===== src/rtl/mem_port_arbiter.sv =====
// Shares one memory port between the IF (fetch) and MEM (load/store) stages.
// MEM has priority; a starvation guard forces an IF grant after STARVE_MAX MEM grants.
`timescale 1ns/1ps
module mem_port_arbiter #(
    parameter int unsigned MADDR_L    = 32,
    parameter int unsigned DATA_L     = 32,
    parameter int unsigned STARVE_MAX = 4,
    parameter int unsigned TIMEOUT    = 255
) (
    input  logic               clk,
    input  logic               rst,
    input  logic               if_re,
    input  logic [MADDR_L-1:0] if_addr,
    input  logic [1:0]         if_rlen,
    output logic               if_rack,
    output logic [DATA_L-1:0]  if_data,
    input  logic               mem_re,
    input  logic               mem_we,
    input  logic [MADDR_L-1:0] mem_addr,
    input  logic [1:0]         mem_len,
    input  logic [DATA_L-1:0]  mem_wdata,
    output logic               mem_rack,
    output logic               mem_wack,
    output logic [DATA_L-1:0]  mem_rdata,
    output logic               m_re,
    output logic               m_we,
    output logic [MADDR_L-1:0] m_addr,
    output logic [1:0]         m_len,
    output logic [DATA_L-1:0]  m_wdata,
    input  logic [DATA_L-1:0]  m_rdata,
    input  logic               m_ack,
    output logic               busy,
    output logic               err_timeout
);

    localparam logic [3:0] StarveMax  = 4'(STARVE_MAX);
    localparam logic [7:0] TimeoutCnt = 8'(TIMEOUT);

    typedef enum logic [1:0] {StIdle, StGntIf, StGntMem, StDone} state_e;

    state_e               state_q, state_d;
    logic [3:0]           starve_q, starve_d;
    logic [7:0]           tmo_q, tmo_d;
    logic                 err_q, err_d;
    logic                 m_re_q, m_re_d, m_we_q, m_we_d;
    logic [MADDR_L-1:0]   m_addr_q, m_addr_d;
    logic [1:0]           m_len_q, m_len_d;
    logic [DATA_L-1:0]    m_wdata_q, m_wdata_d;
    logic [DATA_L-1:0]    if_data_q, if_data_d, mem_rdata_q, mem_rdata_d;
    logic                 if_rack_q, if_rack_d, mem_rack_q, mem_rack_d, mem_wack_q, mem_wack_d;
    logic                 grant_if, grant_mem;

    always_comb begin
        grant_if  = 1'b0;
        grant_mem = 1'b0;
        if (state_q == StIdle) begin
            if (if_re && starve_q == StarveMax) begin
                grant_if = 1'b1;
            end else if (mem_we || mem_re) begin
                grant_mem = 1'b1;
            end else if (if_re) begin
                grant_if = 1'b1;
            end
        end
    end

    always_comb begin
        state_d     = state_q;
        starve_d    = starve_q;
        tmo_d       = tmo_q;
        err_d       = err_q;
        m_re_d      = m_re_q;
        m_we_d      = m_we_q;
        m_addr_d    = m_addr_q;
        m_len_d     = m_len_q;
        m_wdata_d   = m_wdata_q;
        if_data_d   = if_data_q;
        mem_rdata_d = mem_rdata_q;
        if_rack_d   = 1'b0;
        mem_rack_d  = 1'b0;
        mem_wack_d  = 1'b0;

        unique case (state_q)
            StIdle: begin
                if (grant_if) begin
                    state_d  = StGntIf;
                    m_addr_d = if_addr;
                    m_len_d  = if_rlen;
                    m_re_d   = 1'b1;
                    m_we_d   = 1'b0;
                    tmo_d    = '0;
                    starve_d = '0;
                end else if (grant_mem) begin
                    state_d  = StGntMem;
                    m_addr_d = mem_addr;
                    m_len_d  = mem_len;
                    // A simultaneous load and store is treated as a store only.
                    m_we_d   = mem_we;
                    m_re_d   = ~mem_we;
                    tmo_d    = '0;
                    if (mem_we) begin
                        m_wdata_d = mem_wdata;
                    end
                    if (!if_re) begin
                        starve_d = '0;
                    end else if (starve_q != StarveMax) begin
                        starve_d = starve_q + 4'd1;
                    end
                end
            end
            StGntIf, StGntMem: begin
                if (m_ack) begin
                    state_d = StDone;
                    m_re_d  = 1'b0;
                    m_we_d  = 1'b0;
                    if (state_q == StGntIf) begin
                        if_rack_d = 1'b1;
                        if_data_d = m_rdata;
                    end else if (m_we_q) begin
                        mem_wack_d = 1'b1;
                    end else begin
                        mem_rack_d  = 1'b1;
                        mem_rdata_d = m_rdata;
                    end
                end else if (tmo_q != TimeoutCnt) begin
                    tmo_d = tmo_q + 8'd1;
                    if (tmo_q + 8'd1 == TimeoutCnt) begin
                        err_d = 1'b1;
                    end
                end
            end
            StDone: begin
                state_d = StIdle;
            end
            default: begin
                state_d = StIdle;
            end
        endcase
    end

    always_ff @(posedge clk or posedge rst) begin
        if (rst) begin
            state_q     <= StIdle;
            starve_q    <= '0;
            tmo_q       <= '0;
            err_q       <= 1'b0;
            m_re_q      <= 1'b0;
            m_we_q      <= 1'b0;
            m_addr_q    <= '0;
            m_len_q     <= '0;
            m_wdata_q   <= '0;
            if_data_q   <= '0;
            mem_rdata_q <= '0;
            if_rack_q   <= 1'b0;
            mem_rack_q  <= 1'b0;
            mem_wack_q  <= 1'b0;
        end else begin
            state_q     <= state_d;
            starve_q    <= starve_d;
            tmo_q       <= tmo_d;
            err_q       <= err_d;
            m_re_q      <= m_re_d;
            m_we_q      <= m_we_d;
            m_addr_q    <= m_addr_d;
            m_len_q     <= m_len_d;
            m_wdata_q   <= m_wdata_d;
            if_data_q   <= if_data_d;
            mem_rdata_q <= mem_rdata_d;
            if_rack_q   <= if_rack_d;
            mem_rack_q  <= mem_rack_d;
            mem_wack_q  <= mem_wack_d;
        end
    end

    assign m_re        = m_re_q;
    assign m_we        = m_we_q;
    assign m_addr      = m_addr_q;
    assign m_len       = m_len_q;
    assign m_wdata     = m_wdata_q;
    assign if_data     = if_data_q;
    assign mem_rdata   = mem_rdata_q;
    assign if_rack     = if_rack_q;
    assign mem_rack    = mem_rack_q;
    assign mem_wack    = mem_wack_q;
    assign busy        = (state_q != StIdle);
    assign err_timeout = err_q;

endmodule


===== config.mk =====
export PLATFORM = sky130hd
export DESIGN_NAME = mem_port_arbiter
export DESIGN_NICKNAME = d
export VERILOG_FILES = /design/src/rtl/mem_port_arbiter.sv
export SDC_FILE = /design/constraint.sdc
export NUM_CORES = 1
export LEC_CHECK = 0
export ABC_AREA = 1
export ABC_CLOCK_PERIOD_IN_PS = 5100
export BUFFER_PORTS_ARGS = -buffer_cell sky130_fd_sc_hd__buf_2
export CAP_MARGIN = 20
export CORE_MARGIN = 1.5
export CORE_UTILIZATION = 48
export CTS_CLUSTER_DIAMETER = 40
export CTS_CLUSTER_SIZE = 40
export DETAILED_ROUTE_END_ITERATION = 6
export PLACE_DENSITY_LB_ADDON = 0.25
export SYNTH_ARGS = -nofsm -noshare
export SYNTH_HDL_FRONTEND = slang
export SYNTH_SLANG_ARGS = --single-unit

===== constraint.sdc =====
create_clock -name clk -period 5.1 [get_ports clk]
set_input_delay 0.51 -clock clk [delete_from_list [all_inputs] [get_ports clk]]
set_output_delay 0.51 -clock clk [all_outputs]
set_load 0.005 [all_outputs]

After elaboration in Yosys (flattened, before gate mapping)

Index checks and enable logic that the tools add are counted.
Widths: inputs -> output; s select.

Add/subtract/negate cells: 2
Equal/unequal tests: 12
Muxes and demuxes: 42
Bitwise operators: 5
Reductions and logical operators: 16

Operators with widths:

| kind                | count |
|---|---|
| $mux 32             | 2 |
| $mux 8              | 4 |
| $mux 1              | 23 |
| $mux 4              | 4 |
| $pmux 8 s2          | 1 |
| $reduce_and 4->1    | 4 |
| $mux 2              | 5 |
| $reduce_and 3->1    | 3 |
| $add 8x1->8 const B | 1 |
| $eq 8x8->1 const B  | 1 |
| $ne 8x8->1 const B  | 1 |
| $ne 2x2->1 const B  | 3 |
| $pmux 2 s3          | 1 |
| $reduce_bool 2->1   | 3 |
| $not 1->1           | 5 |
| $add 4x1->4 const B | 1 |
| $eq 2x2->1 const B  | 2 |
| $eq 4x3->1 const B  | 1 |
| $ne 4x3->1 const B  | 1 |
| $pmux 1 s2          | 2 |
| $reduce_and 2->1    | 2 |
| $ne 3x1->1 const B  | 1 |
| $ne 3x3->1 const B  | 1 |
| $eq 2x1->1 const B  | 1 |
| 4 further kinds     | 4 |

Register bits: 150
Input bits: 138
Output and inout port bits: 137
Word-level logic and storage cells: 91

Depth between registers and ports, before layout

Gate-level depths: netlist (run 1).

Depth in word-level cells: 7
Depth in mapped cells: 10
Depth with buffers taken out: 10

Worst setup path after synthesis (run 1)

OpenSTA, ideal clock, no wires.

Path kind: flip-flop to flip-flop
Start: register state_q[0]
End: register err_q, in the netlist err_timeout
Library setup time: 0.065 ns
Arrival: 1.469 ns
Data required time: 5.035 ns
Path slack: 3.566 ns
Cell stages (with the launch flop): 10
Path buffers: 1
Period minus slack after synthesis: 1.534 ns
Path through: dfrtp_1 -> inv_1 -> ha_1 -> buf_4 -> inv_2 -> or2_1 -> nand3b_1 -> nor2_1 -> nand3_1 -> nand2_1

Word-level cells in the longest chain between the ends: 3
Elaborated cells on any way between the ends: 4
Those cells by class: 2 x eq/ne; 2 x reduce/logical

RTL lines:

| element                                  | line | RTL |
|---|---|---|
| from (decl)                              | 41   | `state_e state_q, state_d;` |
| from (signal assigned)                   | 143  | `state_q <= StIdle;` |
| from (signal assigned)                   | 158  | `state_q <= state_d;` |
| $eq 2x1->1 or $eq 2x2->1 (tied branches) | 83   | `unique case (state_q)` |
| $reduce_or 2->1 *                        | 83   |  |
| $reduce_and 4->1 (no source line) *      | n/a  |  |
| to (signal assigned)                     | 161  | `err_q <= err_d;` |
| to (decl)                                | 44   | `logic err_q, err_d;` |

Every way passes the cells marked *; elsewhere a longest branch is shown, timed or not.
A chain may end at the register's enable or synchronous reset.

Worst setup path in the final report (run 1)

Start: register starve_q[0]
End: register m_addr_q[17], in the netlist m_addr[17]

Word-level cells in the longest chain between the ends: 6
Elaborated cells on any way between the ends: 9
Those cells by class: 1 x eq/ne; 5 x mux; 3 x reduce/logical

RTL lines:

| element                            | line | RTL |
|---|---|---|
| from (decl)                        | 42   | `logic [3:0] starve_q, starve_d;` |
| from (signal assigned)             | 159  | `starve_q <= starve_d;` |
| $eq 4x3->1 *                       | 57   | `if (if_re && starve_q == StarveMax) begin` |
| $logic_and 1x1->1 *                | 57   |  |
| $mux 1                             | 57   |  |
| $mux 1                             | 56   | `if (state_q == StIdle) begin` |
| $reduce_bool 2->1 (no source line) | n/a  |  |
| $reduce_and 2->1 (no source line)  | n/a  |  |
| to (signal assigned)               | 164  | `m_addr_q <= m_addr_d;` |
| to (decl)                          | 46   | `logic [MADDR_L-1:0] m_addr_q, m_addr_d;` |

Marked as above.

==> results of run 1 <==
==> per-stage QoR <==
step	hold slack (ns)	setup slack, ns	instance area (sq um)	instances
after global routing	0.3204	2.606	8579	1221
after floorplan	0.4570	0.5536	6543	776
after global placement	0.4475	2.779	7948	1190
after detailed placement	0.4489	2.790	7948	1190
final	0.2946	2.824	8579	1221
after CTS	0.3037	2.802	8559	1220
==> cell type report <==
class / instances / area [sq um]
clock inverters: 9 / 151.4
flip-flops and latches: 150 / 3754
clock buffers: 21 / 460.4
repair buffers: 278 / 1414
well taps: 176 / 220.2
inverters: 92 / 350.3
multi-input cells: 495 / 2230
fillers: 1160 / 4716
==> layer usage <==
| metal | vias up | global-route usage, % | share of wire (%) |
|---|---|---|---|
| li1 | 2930 | - | - |
| met4 | 0 | 8.333 | 1.5 |
| met1 | 2587 | 27.86 | 43 |
| met5 | - | 0 | 0 |
| met2 | 224 | 37.10 | 47 |
| met3 | 15 | 6.987 | 8.3 |
==> layout by cell type (no fill, tap or decap), types with 2 or more instances in the layout <==
cell and count:
a21oi_1 3, buf_2 274, buf_4 3, bufinv_16 4, clkbuf_1 2, clkbuf_16 17
clkbuf_8 2, clkinv_2 3, dfrtp_1 150, ha_1 6, inv_1 85, inv_2 6
nand2_1 300, nand2_2 3, nand3_1 39, nand3b_1 2, nand4_2 2, nor2_1 10
o21ai_0 44, o21ai_1 69, o22ai_1 2
==> kinds of logic (layout without fill, tap and decap cells) <==
family	Yosys count	in the layout	share of synthesized area [%]
AND/OR/NAND/NOR	366	366	23.22
AO/OA/AOI/OAI	122	122	9.543
adder cells (fa/ha/maj)	6	6	1.147
XOR/XNOR	1	1	0.1339
flip-flops	150	150	57.37
buffers and inverters	131	400	8.587
==> power groups by stage <==
stage               clock (W)  combinational [W]  sequential [W]
floorplan                   0            0.00104         0.00205
global placement            0            0.00181         0.00201
detailed placement          0            0.00186         0.00201
CTS                   0.00132            0.00186         0.00201
global route          0.00137            0.00209         0.00208
finish                0.00129            0.00183         0.00201
==> state kept, by name (all words and copies together), names as in the netlist <==
name,cells
mem_rack,1
mem_wack,1
m_addr,32
starve_q,4
m_wdata,32
tmo_q,8
m_re,1
if_rack,1
m_we,1
err_timeout,1
m_len,2
mem_rdata,32
state_q,2
if_data,32
==> path summary, 6_finish.rpt <==
path / depth (start not counted) / slack (ns) / end
max in group asynchronous: 3 / 3.65 / m_len[0]
min reg2reg: 2 / 0.46 / err_timeout
min: 2 / 0.29 / m_wdata[26]
min in group clk: 3 / 0.32 / m_wdata[11]
max reg2reg: 9 / 2.82 / m_addr[17]
max: 9 / 2.82 / m_addr[17]
==> impl_metrics.ini, run 1 <==
[logic_synthesis]
async_flop_share_pct = 100.0
synth_top_area_share_pct = 57.37
synthesis.nets = 920
ys_top_cells_by_area = dfrtp_1 57%, nand2_1 17%, o21ai_1 5.3%
synth-edff-count = 0
netlist_area_sq_um = 6543
synth.largest_area_cell = dfrtp_1
ys.warnings.count = 0
avgSynthCellArea_sq_um = 8.431
ys_seq_area_share_pct = 57.37
synth_flop_cell = dfrtp_1
ys_seq_elements = 150
synth.most_common_cell = nand2_1
synthCells = 776
netlist_top_cells_count = 301 x nand2_1, 150 x dfrtp_1, 86 x inv_1
synth_cell_type_count = 34

[grt]
antenna_found_initial = 0
overflow = 0
grt_max_degree = 105
track_usage_pct = 22.47
grt_pass1_wl_um = 25570
grt_pass1_vias = 5333

[power]
intPower_w = 0.003312
clockPowerShare_pct = 25.2
cellLeakagePower_nw = 4.985
ir_drop_mv = 0.3109
p_comb_share_pct = 35.7
power_density_nw_per_um2 = 598.5
p_sw_w = 0.001823
swShare_pct = 35.49
finalPower_w = 0.005135
power_frac_seq_pct = 39.1

[drt]
dr.pass1.iters = 4
drt-vias-per-instance = 4.714
vias = 5756
post_drt_wl_per_cell_um = 12.90
route.detailed.drc = 0
wl_um = 15750
drt_iter0_markers = 293
ant_nets = 0

[floorplan]
io_pins = 275
dieArea_sq_um = 14340
start_util_pct = 49.21
die_h_um = 119.8
core_sq_um = 13300
die_w_um = 119.8
rows = 42

[critical_path]
crit_top_cell = nand2_1
crit_slowest_cell = nand2_2
rr_startpoint = starve_q[0]
critPathLaunchType = flip-flop
critPathMaxStageDelay_ns = 0.51
crit_chain = inv_1 > ha_1 > nand4_2 > nand2_2 > nand2_4 > nand2_1 > nand2_1 > nand2_1 > nand2_1
cp-end-kind = flip-flop
cp.required_ns = 5.40
cp_top_family = simple AND/OR/NAND/NOR gates
crit_start = starve_q[0]
cp_num_buf_inv = 1
crit_type = flip-flop to flip-flop
arrival_ns = 2.58
cp_max_fo = 43

[layout]
diodes = 0
final_util_pct = 64.53
drive_gt1_share_pct = 31.20
syn_to_final_growth_pct = 31.13
final_nets = 1178

[place]
port_buffers = 274
dpl.hpwl_um = 10830
gp_congestion = 0.8001

[sta]
rsz0062_at_grt = no
fin_setup_tns_ns = 0
setup_violations = 0
slew_violations = 0
hold_viol_final = 0
finalCritPeriodShare_pct = 44.62
tightest_slew_ns = 0.9893
maxSlewHeadroom_pct = 33.95
finalClockSkew_ns = 0.008585
fin_crit_ns = 2.276
fmax_ghz = 0.4395

[cts]
clkTransAtPathRegs_ns = 0.06
cts_tree = built
cts-root-buf = clkbuf_16
cts.path.max_buffers = 2
cts_max_level = 4
post_cts_buffers = 0
cts.repair.resized = 0
clk_latency_ns = 0.41
cts_buffers = 17
holdBufCountCts = 0
clock-sinks = 150

[run]
drv_cap = 0

[min_path]
min_path_type = input port to async pin

[status]
status = finished, final reports clean
(Power assumes the default switching activity.)
==> run 2, diff against run 1 <==
--- a/config.mk
+++ b/config.mk
@@ -6,7 +6,7 @@
 export NUM_CORES = 1
 export LEC_CHECK = 0
 export ABC_AREA = 1
-export ABC_CLOCK_PERIOD_IN_PS = 5100
+export ABC_CLOCK_PERIOD_IN_PS = 2100
 export BUFFER_PORTS_ARGS = -buffer_cell sky130_fd_sc_hd__buf_2
 export CAP_MARGIN = 20
 export CORE_MARGIN = 1.5
==> constraint.sdc (replaced) <==
create_clock -name clk -period 2.1 [get_ports clk]
set_input_delay 0.21 -clock clk [delete_from_list [all_inputs] [get_ports clk]]
set_output_delay 0.21 -clock clk [all_outputs]
set_load 0.005 [all_outputs]
==> run 2 against run 1 <==
Net effect: combinational power increased by 150%; sequential share of layout area decreased by 0.70 points; non-clock buffer count increased by 10.
==> impl_metrics.ini, run 2 (synthesized netlist as in run 1, its figures left out) <==
[power]
power_density_nw_per_um2 = 1461
cellLeakagePower_nw = 5.053
ir_drop_mv = 0.7634

[grt]
grt_pass1_wl_um = 26390
grt_max_degree = 66
antenna_found_initial = 0
overflow = 0
grt_pass1_vias = 5603
track_usage_pct = 23.21

[sta]
finalCritPeriodShare_pct = 89.94
tightest_slew_ns = 0.6186
hold_viol_final = 0
finalClockSkew_ns = 0.006543
fmax_ghz = 0.5295
fin_ws_ns = 0.2113
fin_setup_tns_ns = 0
rsz0062_at_grt = no
setup_violations = 0
fin_crit_ns = 1.889
maxSlewHeadroom_pct = 58.70
slew_violations = 0

[floorplan]
start_util_pct = 49.21
die_w_um = 119.8
io_pins = 275
die_h_um = 119.8
rows = 42
core_sq_um = 13300
dieArea_sq_um = 14340

[critical_path]
crit_top_cell = nand2_1
cp-end-kind = flip-flop
crit_chain = inv_1 > ha_1 > buf_4 > nand2_4 > nand2_1 > nand2_1 > nand2_1 > nand2_1
cp_max_fo = 43
crit_slowest_cell = dfrtp_1
crit_type = flip-flop to flip-flop
critPathLaunchType = flip-flop
arrival_ns = 2.19
worst-r2r-setup-slack_ns = 0.21
critPathMaxStageDelay_ns = 0.41
cp.required_ns = 2.41

[cts]
cts_tree = built
clk_latency_ns = 0.42
post_cts_buffers = 0
cts_max_level = 4
cts-root-buf = clkbuf_16
clock-sinks = 150
cts.path.max_buffers = 2
cts_buffers = 17
clkTransAtPathRegs_ns = 0.06
cts.repair.resized = 0

[drt]
drt-vias-per-instance = 4.728
wl_um = 16120
drt_iter0_markers = 318
dr.pass1.iters = 4
route.detailed.drc = 0
post_drt_wl_per_cell_um = 13.07
ant_nets = 0
vias = 5830

[layout]
final_nets = 1188
final-seq-area_sq_um = 3754
final_cell_mix = 300 x nand2_1, 274 x buf_2, 150 x dfrtp_1
drive_gt1_share_pct = 32.07
diodes = 0
syn_to_final_growth_pct = 33.26
final_common_cell = nand2_1
multi_input_area_sq_um = 2230
fillers = 1140

[place]
gp_congestion = 0.8393
dp_slack_ns = 0.1867
port_buffers = 274
dpl.hpwl_um = 11420

[status]
status = finished, final reports clean

[run]
drv_cap = 0

[min_path]
min_path_type = input port to flip-flop
[run 2: changes by cell type in the layout (fill, tap and decap cells not counted)]
cell / before / now
buf_12: 1 / 3
buf_4: 3 / 10
bufinv_16: 4 / 5
clkbuf_1: 2 / 0
clkbuf_8: 2 / 0
clkinvlp_4: 1 / 3
dlygate4sd3_1: 0 / 1
inv_6: 1 / 4
[run 2: path summary, 6_finish.rpt]
path                              start            end  depth (start not counted)
setup / recovery             state_q[0]     m_addr[23]                          8
hold / removal             mem_wdata[1]     m_wdata[1]                          3
setup reg to reg             state_q[0]     m_addr[23]                          8
hold reg to reg             err_timeout    err_timeout                          2
max in group asynchronous           rst  mem_rdata[23]                          4
min in group asynchronous           rst    m_wdata[28]                          3
[run 2: per-stage QoR]
step,area (sq um),total power [W],utilization (%),hold WS [ns],cells
after detailed placement,8059,0.009514,60.62,0.2744,1200
after global placement,8059,0.009369,60.62,0.2767,1200
after global routing,8718,0.01378,65.58,0.008207,1233
final,8718,0.01274,65.58,0.01937,1233
after floorplan,6546,0.007508,-,0.3429,776
after CTS,8718,0.01290,65.58,0.002915,1233
[run 2: where the power goes]
group | total [W] | internal, W | switching (W)
Sequential | 0.00487 | 0.00418 | 0.000681
Combinational | 0.00456 | 0.00189 | 0.00267
Clock | 0.00331 | 0.00212 | 0.00119
Total | 0.0127 | 0.00819 | 0.00455
[run 2: final cells by class]
class,instances,share of cell area (%)
clock buffers,17,4.879
clock inverters,15,2.569
inverters,92,4.004
multi-input cells,495,25.57
flip-flops and latches,150,43.05
well taps,176,2.526
repair buffers,288,17.39
[run 2: timing repair]
item	in CTS	in global routing
endpoints found under the hold margin	18	0
hold buffers	1	0
setup endpoints to repair	0	0
[run 2: routing by layer]
metal | track usage, % | wire length [um] | vias to the layer above
li1 | - | - | 2956
met2 | 36.82 | 7450 | 229
met1 | 29.52 | 6900 | 2614
met5 | 0 | 0 | -
met4 | 9.821 | 383 | 0
met3 | 7.272 | 1383 | 31
[run 2: worst max-delay path: cells and delay by family (launching register included)]
family	cells	cell delay (ns)
simple gates	5	0.65
fa+ha+maj	1	0.30
flops	1	0.41
buf+inv	2	0.42
==> run 3, diff against run 2 <==
--- a/config.mk
+++ b/config.mk
@@ -8,8 +8,7 @@
 export ABC_AREA = 1
 export ABC_CLOCK_PERIOD_IN_PS = 2100
 export BUFFER_PORTS_ARGS = -buffer_cell sky130_fd_sc_hd__buf_2
-export CAP_MARGIN = 20
-export CORE_MARGIN = 1.5
+export CORE_MARGIN = 1
 export CORE_UTILIZATION = 48
 export CTS_CLUSTER_DIAMETER = 40
 export CTS_CLUSTER_SIZE = 40
==> run 3 against run 2 <==
Net effect: first-iteration DRC count down 17%; via count down 0.53%; combinational power about the same; sequential share of layout area up 0.44 points; cell area down 1.0%; setup slack better by 0.071 ns; count of clock-buffer cells in the layout up 5; routed wire length down 2.4%; sequential power about the same; non-clock buffer count down 2; sequential cell count unchanged; largest cell class unchanged; largest power group unchanged; highest routed layer unchanged.
==> impl_metrics.ini, run 3 (synthesized netlist as in run 1, its figures left out) <==
[status]
status = finished, final reports clean

[sta]
finalClockSkew_ns = 0.005338
maxSlewHeadroom_pct = 55.54
hold_viol_final = 0
finalCritPeriodShare_pct = 86.54
fin_crit_ns = 1.817
tightest_slew_ns = 0.6668
setup_violations = 0
fmax_ghz = 0.5503
fin_ws_ns = 0.2826
rsz0062_at_grt = no
fin_setup_tns_ns = 0
slew_violations = 0

[floorplan]
core_sq_um = 13240
rows = 42
die_w_um = 118.8
io_pins = 275
dieArea_sq_um = 14100
die_h_um = 118.8
start_util_pct = 49.40

[critical_path]
worst-r2r-setup-slack_ns = 0.28
crit_chain = inv_1 > ha_1 > nand2_1 > nor3_2 > inv_2 > buf_4 > o21ai_0
arrival_ns = 2.08
crit_slowest_cell = buf_4
cp.required_ns = 2.36
cp-end-kind = flip-flop
cp_max_fo = 64
crit_type = flip-flop to flip-flop
critPathLaunchType = flip-flop
critPathMaxStageDelay_ns = 0.48
cp_top_family = buffers and inverters
cp_num_buf_inv = 3

[drt]
vias = 5799
drt-vias-per-instance = 4.715
dr.pass1.iters = 4
post_drt_wl_per_cell_um = 12.79
route.detailed.drc = 0
drt_iter0_markers = 263
ant_nets = 0
wl_um = 15730

[grt]
grt_pass1_wl_um = 25570
track_usage_pct = 23.12
grt_pass1_vias = 5448
overflow = 0
antenna_found_initial = 0
grt_max_degree = 124

[cts]
clock-sinks = 150
cts_buffers = 17
cts_max_level = 4
cts_tree = built
post_cts_buffers = 0
clkTransAtPathRegs_ns = 0.06
clk_latency_ns = 0.41
cts.path.max_buffers = 2
cts-root-buf = clkbuf_16

[power]
cellLeakagePower_nw = 5.016
power_density_nw_per_um2 = 1433
ir_drop_mv = 0.7627

[place]
dpl.hpwl_um = 11040
gp_congestion = 0.8352
dp_slack_ns = 0.2786
port_buffers = 274

[run]
drv_cap = 0

[min_path]
min_path_type = input port to flip-flop

[layout]
final_nets = 1186
syn_to_final_growth_pct = 31.90
final_common_cell = nand2_1
fillers = 1151
diodes = 0
final_cell_mix = 300 x nand2_1, 274 x buf_2, 150 x dfrtp_1
drive_gt1_share_pct = 31.69
[run 3: changes by cell type in the layout (fill, tap and decap cells not counted)]
cell / previous run / this run
clkinv_2: 3 / 5
inv_6: 4 / 0
clkinvlp_4: 3 / 2
clkbuf_1: 0 / 2
clkbuf_8: 0 / 3
bufinv_16: 5 / 2
buf_4: 10 / 8
[run 3: layout make-up]
cell class	instances	area, sq um	share of cell area (%)
Inverter	92	349.1	4.045
Multi-Input combinational cell	495	2230	25.84
Clock buffer	22	474.2	5.495
Sequential cell	150	3754	43.50
Clock inverter	9	101.3	1.174
Timing Repair Buffer	286	1501	17.40
Tap cell	176	220.2	2.552
[run 3: worst paths after layout]
path | start | end | cells after the start
min in group asynchronous | rst | m_wdata[18] | 4
max in group asynchronous | rst | m_addr[23] | 4
worst max register to register | state_q[0] | mem_rdata[25] | 7
worst min-delay path | mem_wdata[17] | m_wdata[17] | 3
worst max-delay path | state_q[0] | mem_rdata[25] | 7
worst min register to register | err_timeout | err_timeout | 2
[run 3: stage by stage]
stage	std cells	hold slack, ns	total power, W	area [sq um]	utilization (%)
global route	1230	0.01211	0.01333	8630	65.16
floorplan	776	0.3429	0.007508	6546	-
CTS	1230	0.004676	0.01251	8630	65.16
global placement	1198	0.3556	0.009357	8044	60.74
finish	1230	0.02611	0.01237	8630	65.16
detailed placement	1198	0.3639	0.009518	8044	60.74
[run 3: worst reg2reg max path, delay by kind of cell (launching register included)]
kind	cells	cell delay (ns)
simple gates	2	0.24
flops	1	0.37
buf+inv	3	0.58
compound gates	1	0.19
fa+ha+maj	1	0.30
[run 3: where the power goes]
group / leakage (nW) / total (W) / switching [W] / internal [W]
registers: 1.88 / 0.00488 / 0.000697 / 0.00419
clock network: 0.286 / 0.00293 / 0.00110 / 0.00183
logic: 2.85 / 0.00456 / 0.00266 / 0.00190
total: 5.02 / 0.0124 / 0.00446 / 0.00791
[run 3: what timing repair did]
action | CTS | global route
hold buffers | 1 | 0
resized for setup | 0 | 0
hold endpoints to repair | 27 | 0
[run 3: routing by layer]
layer  vias up  track usage (%)  wire length [um]
met5         -                0                 0
met3        29            7.191              1180
met2       216            38.67              7357
li1       2955                -                 -
met4         0            9.098               359
met1      2599            27.78              6832
